**config.mk**
```make
export PLATFORM = sky130hd
export DESIGN_NAME = pc_fetch_unit
export DESIGN_NICKNAME = d
export VERILOG_FILES = /design/src/rtl/pc_fetch_unit_pkg.sv /design/src/rtl/pc_fetch_unit_inst_buffer.sv /design/src/rtl/pc_fetch_unit.sv
export SDC_FILE = /design/constraint.sdc
export NUM_CORES = 1
export LEC_CHECK = 0
export CORE_MARGIN = 8
export CORE_UTILIZATION = 27
export CTS_CLUSTER_DIAMETER = 60
export CTS_CLUSTER_SIZE = 8
export DETAILED_ROUTE_END_ITERATION = 10
export MAX_ROUTING_LAYER = met4
export SETUP_SLACK_MARGIN = 0.2
export SKIP_CTS_REPAIR_TIMING = 1
export SLEW_MARGIN = 10
export SYNTH_ARGS = -nofsm -noshare
export SYNTH_HDL_FRONTEND = slang
export SYNTH_SLANG_ARGS = --single-unit
```
**constraint.sdc**
```tcl
create_clock -name clk -period 5.6 [get_ports clk]
set_input_delay 0.56 -clock clk [delete_from_list [all_inputs] [get_ports clk]]
set_output_delay 0.56 -clock clk [all_outputs]
set_load 0.02 [all_outputs]
```
**src/rtl/pc_fetch_unit_pkg.sv**
```systemverilog
// Shared definitions for the PC fetch unit: default reset PC, instruction
// width and the fetch FSM state encoding.
package pc_fetch_unit_pkg;

  localparam int unsigned InstWidth = 32;
  localparam logic [31:0] DefaultResetPc = 32'h0000_3000;

  typedef enum logic {
    StIdle  = 1'b0,
    StFetch = 1'b1
  } fetch_state_e;

endpackage

```
**src/rtl/pc_fetch_unit_inst_buffer.sv**
```systemverilog
// One-entry instruction buffer between instruction memory and decode.
// Ports:
//   clk, rst    - clock, asynchronous active-high reset
//   load_i      - capture data_i/pc_i (takes priority over consume_i)
//   consume_i   - decode takes the entry this cycle
//   data_i/pc_i - instruction word and its address to capture
//   valid_o     - entry holds an instruction
//   data_o/pc_o - buffered instruction word and address
module pc_fetch_unit_inst_buffer
  import pc_fetch_unit_pkg::*;
(
  input  logic                 clk,
  input  logic                 rst,
  input  logic                 load_i,
  input  logic                 consume_i,
  input  logic [InstWidth-1:0] data_i,
  input  logic [31:0]          pc_i,
  output logic                 valid_o,
  output logic [InstWidth-1:0] data_o,
  output logic [31:0]          pc_o
);

  logic                 valid_q, valid_d;
  logic [InstWidth-1:0] data_q, data_d;
  logic [31:0]          pc_q, pc_d;

  always_comb begin
    valid_d = valid_q;
    data_d  = data_q;
    pc_d    = pc_q;
    if (load_i) begin
      // A load while consuming replaces the entry back-to-back.
      valid_d = 1'b1;
      data_d  = data_i;
      pc_d    = pc_i;
    end else if (consume_i) begin
      valid_d = 1'b0;
    end
  end

  always_ff @(posedge clk or posedge rst) begin
    if (rst) begin
      valid_q <= 1'b0;
      data_q  <= '0;
      pc_q    <= '0;
    end else begin
      valid_q <= valid_d;
      data_q  <= data_d;
      pc_q    <= pc_d;
    end
  end

  assign valid_o = valid_q;
  assign data_o  = data_q;
  assign pc_o    = pc_q;

endmodule

```
**src/rtl/pc_fetch_unit.sv**
```systemverilog
// Instruction fetch unit: issues word fetches from pc, buffers one
// instruction for decode and follows branch/jump redirects with one delay
// slot (the fetch already at branch+4 always completes first).
// Ports:
//   clk, rst                    - clock, asynchronous active-high reset
//   imem_req/imem_addr          - fetch request and word address
//   imem_ack/imem_rdata         - fetch completion and instruction word
//   inst_valid/inst/inst_pc     - buffered instruction presented to decode
//   inst_add4                   - inst_pc + 4 for the next-PC calculator
//   stall                       - decode cannot consume this cycle
//   redirect/redirect_pc        - taken branch/jump and its target
module pc_fetch_unit
  import pc_fetch_unit_pkg::*;
#(
  parameter logic [31:0] RESET_PC = DefaultResetPc
) (
  input  logic                 clk,
  input  logic                 rst,
  output logic                 imem_req,
  output logic [31:0]          imem_addr,
  input  logic                 imem_ack,
  input  logic [InstWidth-1:0] imem_rdata,
  output logic                 inst_valid,
  output logic [InstWidth-1:0] inst,
  output logic [31:0]          inst_pc,
  output logic [31:0]          inst_add4,
  input  logic                 stall,
  input  logic                 redirect,
  input  logic [31:0]          redirect_pc
);

  fetch_state_e state_q, state_d;
  logic [31:0]  pc_q, pc_d;
  logic         pending_q, pending_d;
  logic [31:0]  pending_pc_q, pending_pc_d;

  logic consume;
  logic fetch_req;
  logic load;
  logic redirect_acc;

  assign consume = inst_valid & ~stall;
  // Request only when the buffer has room this cycle. While a request waits
  // the buffer stays empty and pc only moves on ack, so req/addr hold.
  assign fetch_req    = (state_q == StFetch) & (~inst_valid | ~stall);
  assign load         = fetch_req & imem_ack;
  assign redirect_acc = redirect & consume & ~pending_q;

  always_comb begin
    state_d      = state_q;
    pc_d         = pc_q;
    pending_d    = pending_q;
    pending_pc_d = pending_pc_q;

    unique case (state_q)
      StIdle:  state_d = StFetch;
      StFetch: state_d = StFetch;
      default: state_d = StIdle;
    endcase

    if (load) begin
      pending_d = 1'b0;
      if (redirect_acc) begin
        pc_d = redirect_pc;
      end else if (pending_q) begin
        pc_d = pending_pc_q;
      end else begin
        pc_d = pc_q + 32'd4;
      end
    end else if (redirect_acc) begin
      // Delay-slot fetch still outstanding: remember the target for later.
      pending_d    = 1'b1;
      pending_pc_d = redirect_pc;
    end
  end

  always_ff @(posedge clk or posedge rst) begin
    if (rst) begin
      state_q      <= StIdle;
      pc_q         <= RESET_PC;
      pending_q    <= 1'b0;
      pending_pc_q <= '0;
    end else begin
      state_q      <= state_d;
      pc_q         <= pc_d;
      pending_q    <= pending_d;
      pending_pc_q <= pending_pc_d;
    end
  end

  pc_fetch_unit_inst_buffer u_inst_buffer (
    .clk       (clk),
    .rst       (rst),
    .load_i    (load),
    .consume_i (consume),
    .data_i    (imem_rdata),
    .pc_i      (pc_q),
    .valid_o   (inst_valid),
    .data_o    (inst),
    .pc_o      (inst_pc)
  );

  assign imem_req  = fetch_req;
  assign imem_addr = pc_q;
  assign inst_add4 = inst_pc + 32'd4;

endmodule

```
* Word-level counts from Yosys, hierarchy flattened
Index checks and enable logic that the tools add are counted.
Cells by class: add/subtract/negate cells 2, mux-type cells 6, bitwise logic cells 10, reductions and logical operators 3
Operators with widths (count):
- $add A32 B3 Y32 const B | 2
- $mux W32 | 2
- $and A1 B1 Y1 | 5
- $mux W1 | 4
- $not A1 Y1 | 4
- $reduce_bool A2 Y1 | 2
- $reduce_and A2 Y1 | 1
- $or A1 B1 Y1 | 1
Word-level totals: flip-flop bits (word level) 131, output and inout port bits 130, logic and storage cells 28

* Depth between registers and ports, before layout
Gate-level depths: netlist of run 1.
depth in word-level cells 6, depth in mapped cells 7

* By module
Synthesis of run 1 repeated with hierarchy kept, for this count alone.
Second synthesis, totals: cells, all modules 630, area, all modules 6834.1 µm²
By module, submodules not included:
- pc_fetch_unit | instances 1, cells each 491, area each 4215.3 µm², sequential area each 1654.1 µm²
- pc_fetch_unit_inst_buffer | instances 1, cells each 139, area each 2618.8 µm², sequential area each 1626.6 µm²

* Least setup slack after synthesis of run 1
Ideal clock, no wire load.
path kind reg-to-output, start point reg u_inst_buffer.pc_q[3] (netlist: u_inst_buffer.pc_o[3]), end point out inst_add4[22], arrival time 1.899 ns, setup slack 3.141 ns, stages on the path, launching flop included 7, path buffers 0, cells stage by stage dfrtp_1 ha_1 nand3_1 nor2_1 nand4_4 nor3_1 xor2_1
On the way: cells in the longest elaborated chain, start to end 1
RTL lines:
- start: declaration | line pc_fetch_unit_inst_buffer.sv:25 | logic [31:0] pc_q, pc_d;
- start signal: assignment | line pc_fetch_unit_inst_buffer.sv:49 | pc_q <= pc_d;
- $add A32 B3 Y32 | line pc_fetch_unit.sv:105 | assign inst_add4 = inst_pc + 32'd4;
- end: declaration | line pc_fetch_unit.sv:26 | output logic [31:0] inst_add4,
No other way between the ends.

* Worst setup path in the final report of run 1
start point reg u_inst_buffer.pc_q[3] (netlist: u_inst_buffer.pc_o[3]), end point out inst_add4[24]
Same word-level chain as after synthesis.

==> out/results.tsv, run 1 <==
metric	value	unit
status	complete, no violations	
worst hold path type	flop to flop	
vias in the first global route	5852	
Yosys cell types	58	
drt wl/cell	17.6	um
r2r worst-path depth	6	
Post-synth top cells	225 x nand2_1, 129 x dfrtp_1, 52 x o21ai_0	
CTS Buf Count	17	
minimum clock period	3.42	ns
drt via density	4.73	
RSZ-0062 raised after global routing	false	
die area	30100	um^2
Critical Path, Cell by Cell	ha_1, nand3_1, nor2_1, nand4_4, nor3_1, xor2_1, clkdlybuf4s50_1	
Worst Hold Path EP	u_inst_buffer.data_o[31]$_DFFE_PP0P_	
placer congestion estimate	0.771	
Mapped Nets	806	
async set-reset flop share out of synthesis	1.00	
vias post-DR	5928	
Synth Register Bits	131	
CP Class	flop to output pin	
Max VDD drop	0.167	mV
Worst-Margin Slew	1.08	ns
post-DP HPWL	15800	um
Clock transition at path regs	0.06	ns
drt total wl	22100	um
Clk pwr share	0.234	
hold_sp	u_inst_buffer.data_o[31]$_DFFE_PP0P_	
Logic pwr share	0.391	
Initial Util	0.275	
Design Power	4.52	mW
root buffer cell	clkbuf_16	
Setup TNS	0	ns
top cells by area, synth	dfrtp_1 48%, nand2_1 13%, mux2_2 5.4%	
DRT Pass-1 Iters	4	
EDFF count, synth	0	
fmax	0.293	GHz
WHS Path Cells	2	
Worst EP required	5.04	ns
row cnt	57	
core area	24400	um^2
grt ovf	0	
Final Hold Viols	0	
clock sinks	131	
crit path capture type	output pin	
drt drc	0	
FF/Latch Area	3280	um^2
maximum clock path buffer count	2	
initial antenna violation count	2	
number of I/O pins	199	
critical path's slowest cell	clkdlybuf4s50_1	
top-count cell post-synth	nand2_1	
slowest stage delay, CP	0.62	ns
Synth Warn #	0	
clock latency at the later pin of the worst-skew pair	0.42	ns
sequential share of power	0.376	
Worst Path Max Fanout	8	
Layout area overhead	41.6	%
max cap viols	0	
post-synth top area share	0.481	
Final Util	0.389	
Setup Skew	0.0131	ns
Die Y	174	um
fin nets	985	
CTS tree	built	
reg2reg setup slack	2.67	ns
Syn Inst Count	735	
register area share after synthesis	0.489	
H-tree Lvls	4	
Pint	2.77	mW
worst reg2reg endpoint	imem_addr[23]$_DFFE_PP0P_	
LEAKAGE	4.07	nW
WP buf/inv	1	
Total GRT Usage	0.149	
startpoint types	flop	
most common flop cell mapped by yosys	dfrtp_1	
Synth area leader	dfrtp_1	
critical path's top delay family	simple AND/OR/NAND/NOR gates	
global-route wire length before repair	35100	um
final period utilization	0.610	
fill cell count	2439	
max_slew headroom	0.280	
ANT nets after route	0	
setup violators final	0	
max-slew violations	0	
Die Span X	174	um
largest net degree at the start of global routing	91	
multi-input logic area	3170	um^2
port bufs	198	
Worst R2R Start	pending_q$_DFFE_PP0P_	
Power Dens Cells	476	nW/um^2
sw power	1.75	mW
Mapped Area	6710	um^2
share of cells above drive strength 1	0.101	
initial DRC count	474	
crit path DAT	2.86	ns
switching share of power	0.388	
Syn Area/Cell	9.13	um^2
per-stage QoR:
stage	instance area, um^2	hold slack (ns)	std cells	setup slack (ns)
after global placement	8940	0.458	1219	2.46
final	9500	0.470	1253	2.18
after global routing	9500	0.493	1253	1.88
after detailed placement	8940	0.463	1219	2.44
after CTS	9490	0.477	1251	2.10
after floorplan	6710	0.472	735	1.55
area by class of cell:
cell class                 instances  area share
antenna                            2    0.000527
clock buffer                      27      0.0530
clock inverter                     5     0.00553
inverter                          13     0.00566
multi-input combinational        547       0.334
sequential                       131       0.345
tap                              324      0.0427
timing repair buffer             204       0.213
power groups by stage:
stage / clock network [mW] / registers (mW) / logic (mW)
floorplan: 0 / 1.86 / 0.669
global placement: 0 / 1.70 / 1.78
detailed placement: 0 / 1.71 / 1.79
CTS: 1.08 / 1.69 / 1.80
global route: 1.13 / 1.76 / 1.90
finish: 1.06 / 1.70 / 1.77
worst min-delay path: stages, from the launching register on:
cell and delay (ns):
dfrtp_1 0.34, nand2_1 0.05, nand2_1 0.05
cells by family after synthesis:
family | share of synthesized area
AO/OA/AOI/OAI | 0.118
XOR/XNOR | 0.0379
adder cells (fa/ha/maj) | 0.00373
buffers and inverters | 0.0412
flip-flops | 0.489
multiplexers | 0.0537
other | 0.000559
AND/OR/NAND/NOR | 0.256
registers in the layout (all words and copies together) (netlist names):
register and cells:
pending_pc_q 32, pending_q 1, u_inst_buffer.valid_o 1, u_inst_buffer.data_o 32, state_q 1, imem_addr 32
u_inst_buffer.pc_o 32
layer usage:
layer | track usage | vias up | routed length (um)
li1 | - | 2892 | -
met1 | 0.188 | 2844 | 10000
met2 | 0.235 | 173 | 10500
met3 | 0.0405 | 19 | 1220
met4 | 0.0378 | 0 | 320
met5 | - | - | 0
placed cells by master (no fill, tap or decap), drive strengths merged, types with 6 or more instances in the layout:
cell / instances
nand2: 225
clkdlybuf4s50: 198
dfrtp: 129
o21ai: 57
mux2: 32
a21oi: 27
clkbuf: 27
nor2: 26
and3: 21
nand3: 18
nor3: 18
nand4: 17
xor2: 15
a31oi: 15
xnor2: 14
inv: 13
a211oi: 9
nor4: 8
buf: 6
worst max path at each step:
stage / startpoint / endpoint / slack, ns / cells after the start
2_1_floorplan: rst / imem_addr[0]$_DFFE_PP0P_ / 1.55 / 1
3_3_place_gp: stall / pending_pc_q[9]$_DFFE_PP0P_ / 2.46 / 7
3_5_place_dp: stall / pending_pc_q[30]$_DFFE_PP0P_ / 2.44 / 7
4_1_cts: u_inst_buffer.pc_o[3]$_DFFE_PP0P_ / inst_add4[24] / 2.10 / 7
5_1_grt: u_inst_buffer.pc_o[3]$_DFFE_PP0P_ / inst_add4[30] / 1.88 / 7
6_report: u_inst_buffer.pc_o[3]$_DFFE_PP0P_ / inst_add4[24] / 2.18 / 7
Note: power is estimated with default switching activity, not from simulation.
==> run 2, diff against run 1 <==
==> constraint.sdc (replaced) <==
create_clock -name clk -period 3 [get_ports clk]
set_input_delay 0.3 -clock clk [delete_from_list [all_inputs] [get_ports clk]]
set_output_delay 0.3 -clock clk [all_outputs]
set_load 0.02 [all_outputs]
==> out/results.tsv, run 2 (synthesis gave the netlist of run 1 again) <==
metric	value	unit	change
LEAKAGE	4.39	nW	+8.0%
vias post-DR	5882		-0.78%
DRT Pass-1 Iters	5		+1
share of cells above drive strength 1	0.120		+0.0191
H-tree Lvls	4		unchanged
critical path's top delay family	simple AND/OR/NAND/NOR gates		
critical path's slowest cell	clkdlybuf4s50_1		
max cap viols	0		unchanged
Final Hold Viols	0		unchanged
drt via density	4.65		-1.6%
drt drc	0		unchanged
max_slew headroom	0.471		+0.191
Initial Util	0.275		unchanged
row cnt	57		unchanged
Layout area overhead	44.1	%	
vias in the first global route	5869		+0.29%
final period utilization	0.872		
fin nets	996		+1.1%
Inst Count DP	1230		+0.90%
design area	9670	um^2	+1.8%
Worst EP required	2.70	ns	-2.34 ns
fmax	0.382	GHz	
CTS tree	built		
startpoint types	flop		
WP buf/inv	1		unchanged
initial antenna violation count	1		-1
most frequent cells in the layout	225 x nand2_1, 179 x clkdlybuf4s50_1, 129 x dfrtp_1, 52 x o21ai_0, 32 x mux2_2		
placed cell areas	9040	um^2	+1.2%
Power Dens Cells	874	nW/um^2	+84%
CP Class	flop to output pin		
crit path capture type	output pin		
grt ovf	0		unchanged
largest net degree at the start of global routing	53		-42%
core area	24400	um^2	unchanged
setup violators final	0		unchanged
root buffer cell	clkbuf_16		
clock latency at the later pin of the worst-skew pair	0.42	ns	about the same
global-route wire length before repair	34900	um	-0.37%
drt wl/cell	17.6	um	about the same
Setup Skew	0.00809	ns	-0.00500 ns
Final Non-Filler Cells	1264		+0.88%
initial DRC count	460		-3.0%
Final Util	0.396		+0.00698
port bufs	198		unchanged
commonest non-fill, non-tap cell in the layout	nand2_1		
FF/Latch Area	3280	um^2	unchanged
CTS Buf Count	17		unchanged
worst hold path type	input port to async pin		
minimum clock period	2.62	ns	
Max VDD drop	0.360	mV	+120%
max-slew violations	0		unchanged
crit path DAT	2.32	ns	-0.54 ns
Die Span X	174	um	unchanged
placer congestion estimate	0.768		-0.35%
drt total wl	22300	um	+0.89%
Total GRT Usage	0.150		+0.000255
RSZ-0062 raised after global routing	true		
post-DP HPWL	16600	um	+5.0%
slowest stage delay, CP	0.62	ns	about the same
maximum clock path buffer count	2		unchanged
status	complete, no violations		
Critical Path, Cell by Cell	and4_1, and4_2, nand3_1, xnor2_1, clkdlybuf4s50_1		
Worst-Margin Slew	0.792	ns	-0.286 ns
ANT nets after route	0		unchanged
clock sinks	131		unchanged
fill cell count	2446		+0.29%
Worst Path Max Fanout	6		-2
Die Y	174	um	unchanged
die area	30100	um^2	unchanged
Clock transition at path regs	0.06	ns	about the same
multi-input logic area	3180	um^2	+0.28%
number of I/O pins	199		unchanged
==> run 2: area by class of cell <==
class	count	area share
repair buffers	215	0.226
clock buffers	19	0.0468
diodes	2	0.000518
multi-input cells	547	0.329
clock inverters	13	0.0114
inverters	13	0.00543
flip-flops and latches	131	0.339
well taps	324	0.0419
==> run 2: path summary, 6_finish.rpt <==
path	depth (start not counted)	from	slack, ns	end
worst max-delay path	5	u_inst_buffer.pc_o[4]$_DFFE_PP0P_	0.38	inst_add4[13]
max in group asynchronous	3	rst	1.85	imem_addr[13]$_DFFE_PP1P_
worst min-delay path	2	rst	0.37	u_inst_buffer.data_o[26]$_DFFE_PP0P_
min in group clk	3	imem_rdata[28]	0.41	u_inst_buffer.data_o[28]$_DFFE_PP0P_
worst max register to register	5	imem_addr[12]$_DFFE_PP1P_	0.82	imem_addr[27]$_DFFE_PP0P_
worst min register to register	2	u_inst_buffer.data_o[28]$_DFFE_PP0P_	0.47	u_inst_buffer.data_o[28]$_DFFE_PP0P_
==> run 2: stage by stage <==
stage          setup WS [ns]  hold WS [ns]  TNS, ns  power (mW)
5_1_grt                0.166         0.410        0        8.92
3_5_place_dp           0.257         0.461        0        6.56
3_3_place_gp           0.337         0.457        0        6.51
6_report               0.384         0.372        0        8.45
4_1_cts               -0.187         0.393    -1.30        8.57
2_1_floorplan          0.801         0.405        0        4.72
==> run 2: metal layers <==
metal | vias up | track usage | wire length [um] | part of all wire
met3 | 26 | 0.0407 | 1410 | 0.063
met4 | 0 | 0.0538 | 491 | 0.022
met1 | 2753 | 0.184 | 9880 | 0.44
li1 | 2923 | - | - | -
met5 | - | - | 0 | 0
met2 | 180 | 0.233 | 10500 | 0.47
==> run 2: where the power goes <==
group / switching [mW] / total (mW) / internal, mW / leakage, nW
combinational: 1.76 / 3.34 / 1.58 / 2.50
clock: 0.802 / 1.98 / 1.18 / 0.267
sequential: 0.775 / 3.14 / 2.36 / 1.63
==> run 3, diff against run 2 <==
--- a/config.mk
+++ b/config.mk
@@ -7,6 +7,7 @@
 export LEC_CHECK = 0
 export CORE_MARGIN = 8
 export CORE_UTILIZATION = 27
+export CTS_BUF_LIST = sky130_fd_sc_hd__clkbuf_16
 export CTS_CLUSTER_DIAMETER = 60
 export CTS_CLUSTER_SIZE = 8
 export DETAILED_ROUTE_END_ITERATION = 10
@@ -16,4 +17,6 @@
 export SLEW_MARGIN = 10
 export SYNTH_ARGS = -nofsm -noshare
 export SYNTH_HDL_FRONTEND = slang
+export SYNTH_HIERARCHICAL = 1
 export SYNTH_SLANG_ARGS = --single-unit
+export TNS_END_PERCENT = 5
==> out/results.tsv, run 3 <==
metric	value	unit	change
Worst-Margin Slew	0.800	ns	+0.00863 ns
sequential share of power	0.349		-0.022
Mapped Area	6830	um^2	+1.9%
critical path's slowest cell	dfrtp_1		
Clk pwr share	0.212		-0.022
root buffer cell	clkbuf_16		
Post-synth top cells	129 x dfrtp_1, 71 x nand2_1, 49 x mux2_4		
most common flop cell mapped by yosys	dfrtp_1		
startpoint types	flop		
core area	25000	um^2	+2.6%
number of I/O pins	199		unchanged
maximum clock path buffer count	2		unchanged
fin nets	906		-9.0%
Logic pwr share	0.439		+0.044
commonest non-fill, non-tap cell in the layout	clkdlybuf4s50_1		
drt drc	0		unchanged
most frequent cells in the layout	180 x clkdlybuf4s50_1, 127 x dfrtp_1, 71 x nand2_1, 49 x mux2_4, 45 x mux2_2		
crit path DAT	2.39	ns	+0.07 ns
CTS tree	built		
register area share after synthesis	0.480		-0.00895
drt wl/cell	18.3	um	+4.1%
status	complete, no violations		
top cells by area, synth	dfrtp_1 47%, mux2_4 11%, mux2_2 7.4%		
Syn Inst Count	630		-14%
Synth Warn #	6		+6
largest net degree at the start of global routing	46		-13%
placed cell areas	9260	um^2	+2.4%
setup violators final	0		unchanged
ANT nets after route	0		unchanged
DR WL met2	9810	um	-6.5%
Yosys cell types	58		unchanged
vias in the first global route	5446		-7.2%
post-route setup slack	0.311	ns	-0.0731 ns
Layout area overhead	44.7	%	
post-DP HPWL	16200	um	-2.2%
EDFF count, synth	0		unchanged
fill cell count	2437		-0.37%
met1 WL	10100	um	+1.8%
Pint	6.06	mW	+18%
worst hold path type	input port to async pin		
LEAKAGE	4.07	nW	-7.3%
global-route wire length before repair	33300	um	-4.7%
placer congestion estimate	0.778		+1.3%
DRT Pass-1 Iters	4		-1
Synth Register Bits	131		unchanged
row cnt	58		+1.8%
async set-reset flop share out of synthesis	1.00		unchanged
met3 routed WL	1540	um	+9.6%
H-tree Lvls	4		unchanged
CP Class	flop to output pin		
design area	9890	um^2	+2.3%
Critical Path, Cell by Cell	ha_1, and4_1, nand3_2, or2_2, nor3_1, xor2_1, clkbuf_2		
Syn Area/Cell	10.8	um^2	+19%
Total GRT Usage	0.143		-0.00633
top routing layer used	met4		
top-count cell post-synth	dfrtp_1		
drt via density	4.76		+2.3%
switching share of power	0.387		-0.00746
initial antenna violation count	3		+2
Post-Place Setup Slack	0.177	ns	-0.0802 ns
port bufs	198		unchanged
sw power	3.82	mW	+15%
Die Y	175	um	+0.84%
max cap viols	0		unchanged
minimum clock period	2.69	ns	+0.0731 ns
WP buf/inv	1		unchanged
Clock transition at path regs	0.06	ns	about the same
die area	30700	um^2	+1.7%
share of cells above drive strength 1	0.193		+0.0729
Initial Util	0.273		-0.00210
clock latency at the later pin of the worst-skew pair	0.42	ns	about the same
Final Hold Viols	0		unchanged
slowest stage delay, CP	0.40	ns	-0.22 ns
Mapped Nets	701		-13%
post-synth top area share	0.472		-0.00881
max_slew headroom	0.462		-0.00908
vias post-DR	5620		-4.5%
Worst R2R Start	imem_addr[8]$_DFFE_PP0P_		
critical path's top delay family	simple AND/OR/NAND/NOR gates		
Worst Path Max Fanout	5		-1
Worst EP required	2.70	ns	about the same
CTS Buf Count	17		unchanged
crit path capture type	output pin		
Die Span X	175	um	+0.84%
Setup Skew	0.00973	ns	+0.00165 ns
Power Dens Cells	1000	nW/um^2	+14%
Synth area leader	dfrtp_1		
Design Power	9.88	mW	+17%
Max VDD drop	0.443	mV	+23%
max-slew violations	0		unchanged
RSZ-0062 raised after global routing	true		
crit path from	u_inst_buffer/pc_o[3]$_DFFE_PP0P_		
grt ovf	0		unchanged
clock sinks	131		unchanged
initial DRC count	300		-35%
fmax	0.372	GHz	-2.7%
final period utilization	0.896		+0.0244
drt total wl	21700	um	-2.8%
-- run 3: power by group through the flow --
stage	clock, mW	combinational (mW)	sequential, mW
3_5_place_dp	0	4.43	3.47
4_1_cts	2.16	4.45	3.45
5_1_grt	2.24	4.63	3.58
2_1_floorplan	0	1.84	3.79
3_3_place_gp	0	4.40	3.44
6_report	2.09	4.34	3.45
-- run 3: logic make-up after synthesis --
kind of cell | synth area share
XOR/XNOR | 0.0372
multiplexers | 0.182
flip-flops | 0.480
adder cells (fa/ha/maj) | 0.00366
AO/OA/AOI/OAI | 0.112
other | 0.000549
buffers and inverters | 0.0386
AND/OR/NAND/NOR | 0.146
-- run 3: stage by stage --
stage | setup TNS (ns) | hold WS (ns) | std cells | util
global route | 0 | 0.435 | 1181 | 0.395
global placement | 0 | 0.481 | 1146 | 0.370
CTS | -1.46 | 0.389 | 1178 | 0.394
detailed placement | 0 | 0.489 | 1146 | 0.370
floorplan | 0 | 0.417 | 630 | -
finish | 0 | 0.375 | 1181 | 0.395
-- run 3: worst paths after layout --
kind | depth (start not counted) | slack (ns) | end
hold / removal | 2 | 0.38 | imem_addr[25]$_DFFE_PP0P_
setup reg to reg | 5 | 0.79 | imem_addr[31]$_DFFE_PP0P_
hold reg to reg | 1 | 0.50 | pending_pc_q[1]$_DFFE_PP0P_
min in group clk | 3 | 0.48 | pending_pc_q[30]$_DFFE_PP0P_
max in group asynchronous | 3 | 1.86 | u_inst_buffer/pc_o[2]$_DFFE_PP0P_
setup / recovery | 7 | 0.31 | inst_add4[18]
-- run 3: cell type report --
class | instances | area, um^2 | area share
antenna | 3 | 7.51 | 0.000759
tap | 330 | 413 | 0.0418
clock inverter | 15 | 166 | 0.0168
timing repair buffer | 222 | 2220 | 0.225
clock buffer | 17 | 425 | 0.0430
sequential | 131 | 3280 | 0.332
multi-input combinational | 445 | 3300 | 0.334
inverter | 18 | 70.1 | 0.00709
-- run 3: layer usage --
layer	global-route usage	up-vias
li1	-	2699
met1	0.185	2729
met2	0.210	179
met3	0.0488	13
met4	0.0410	0
met5	-	-
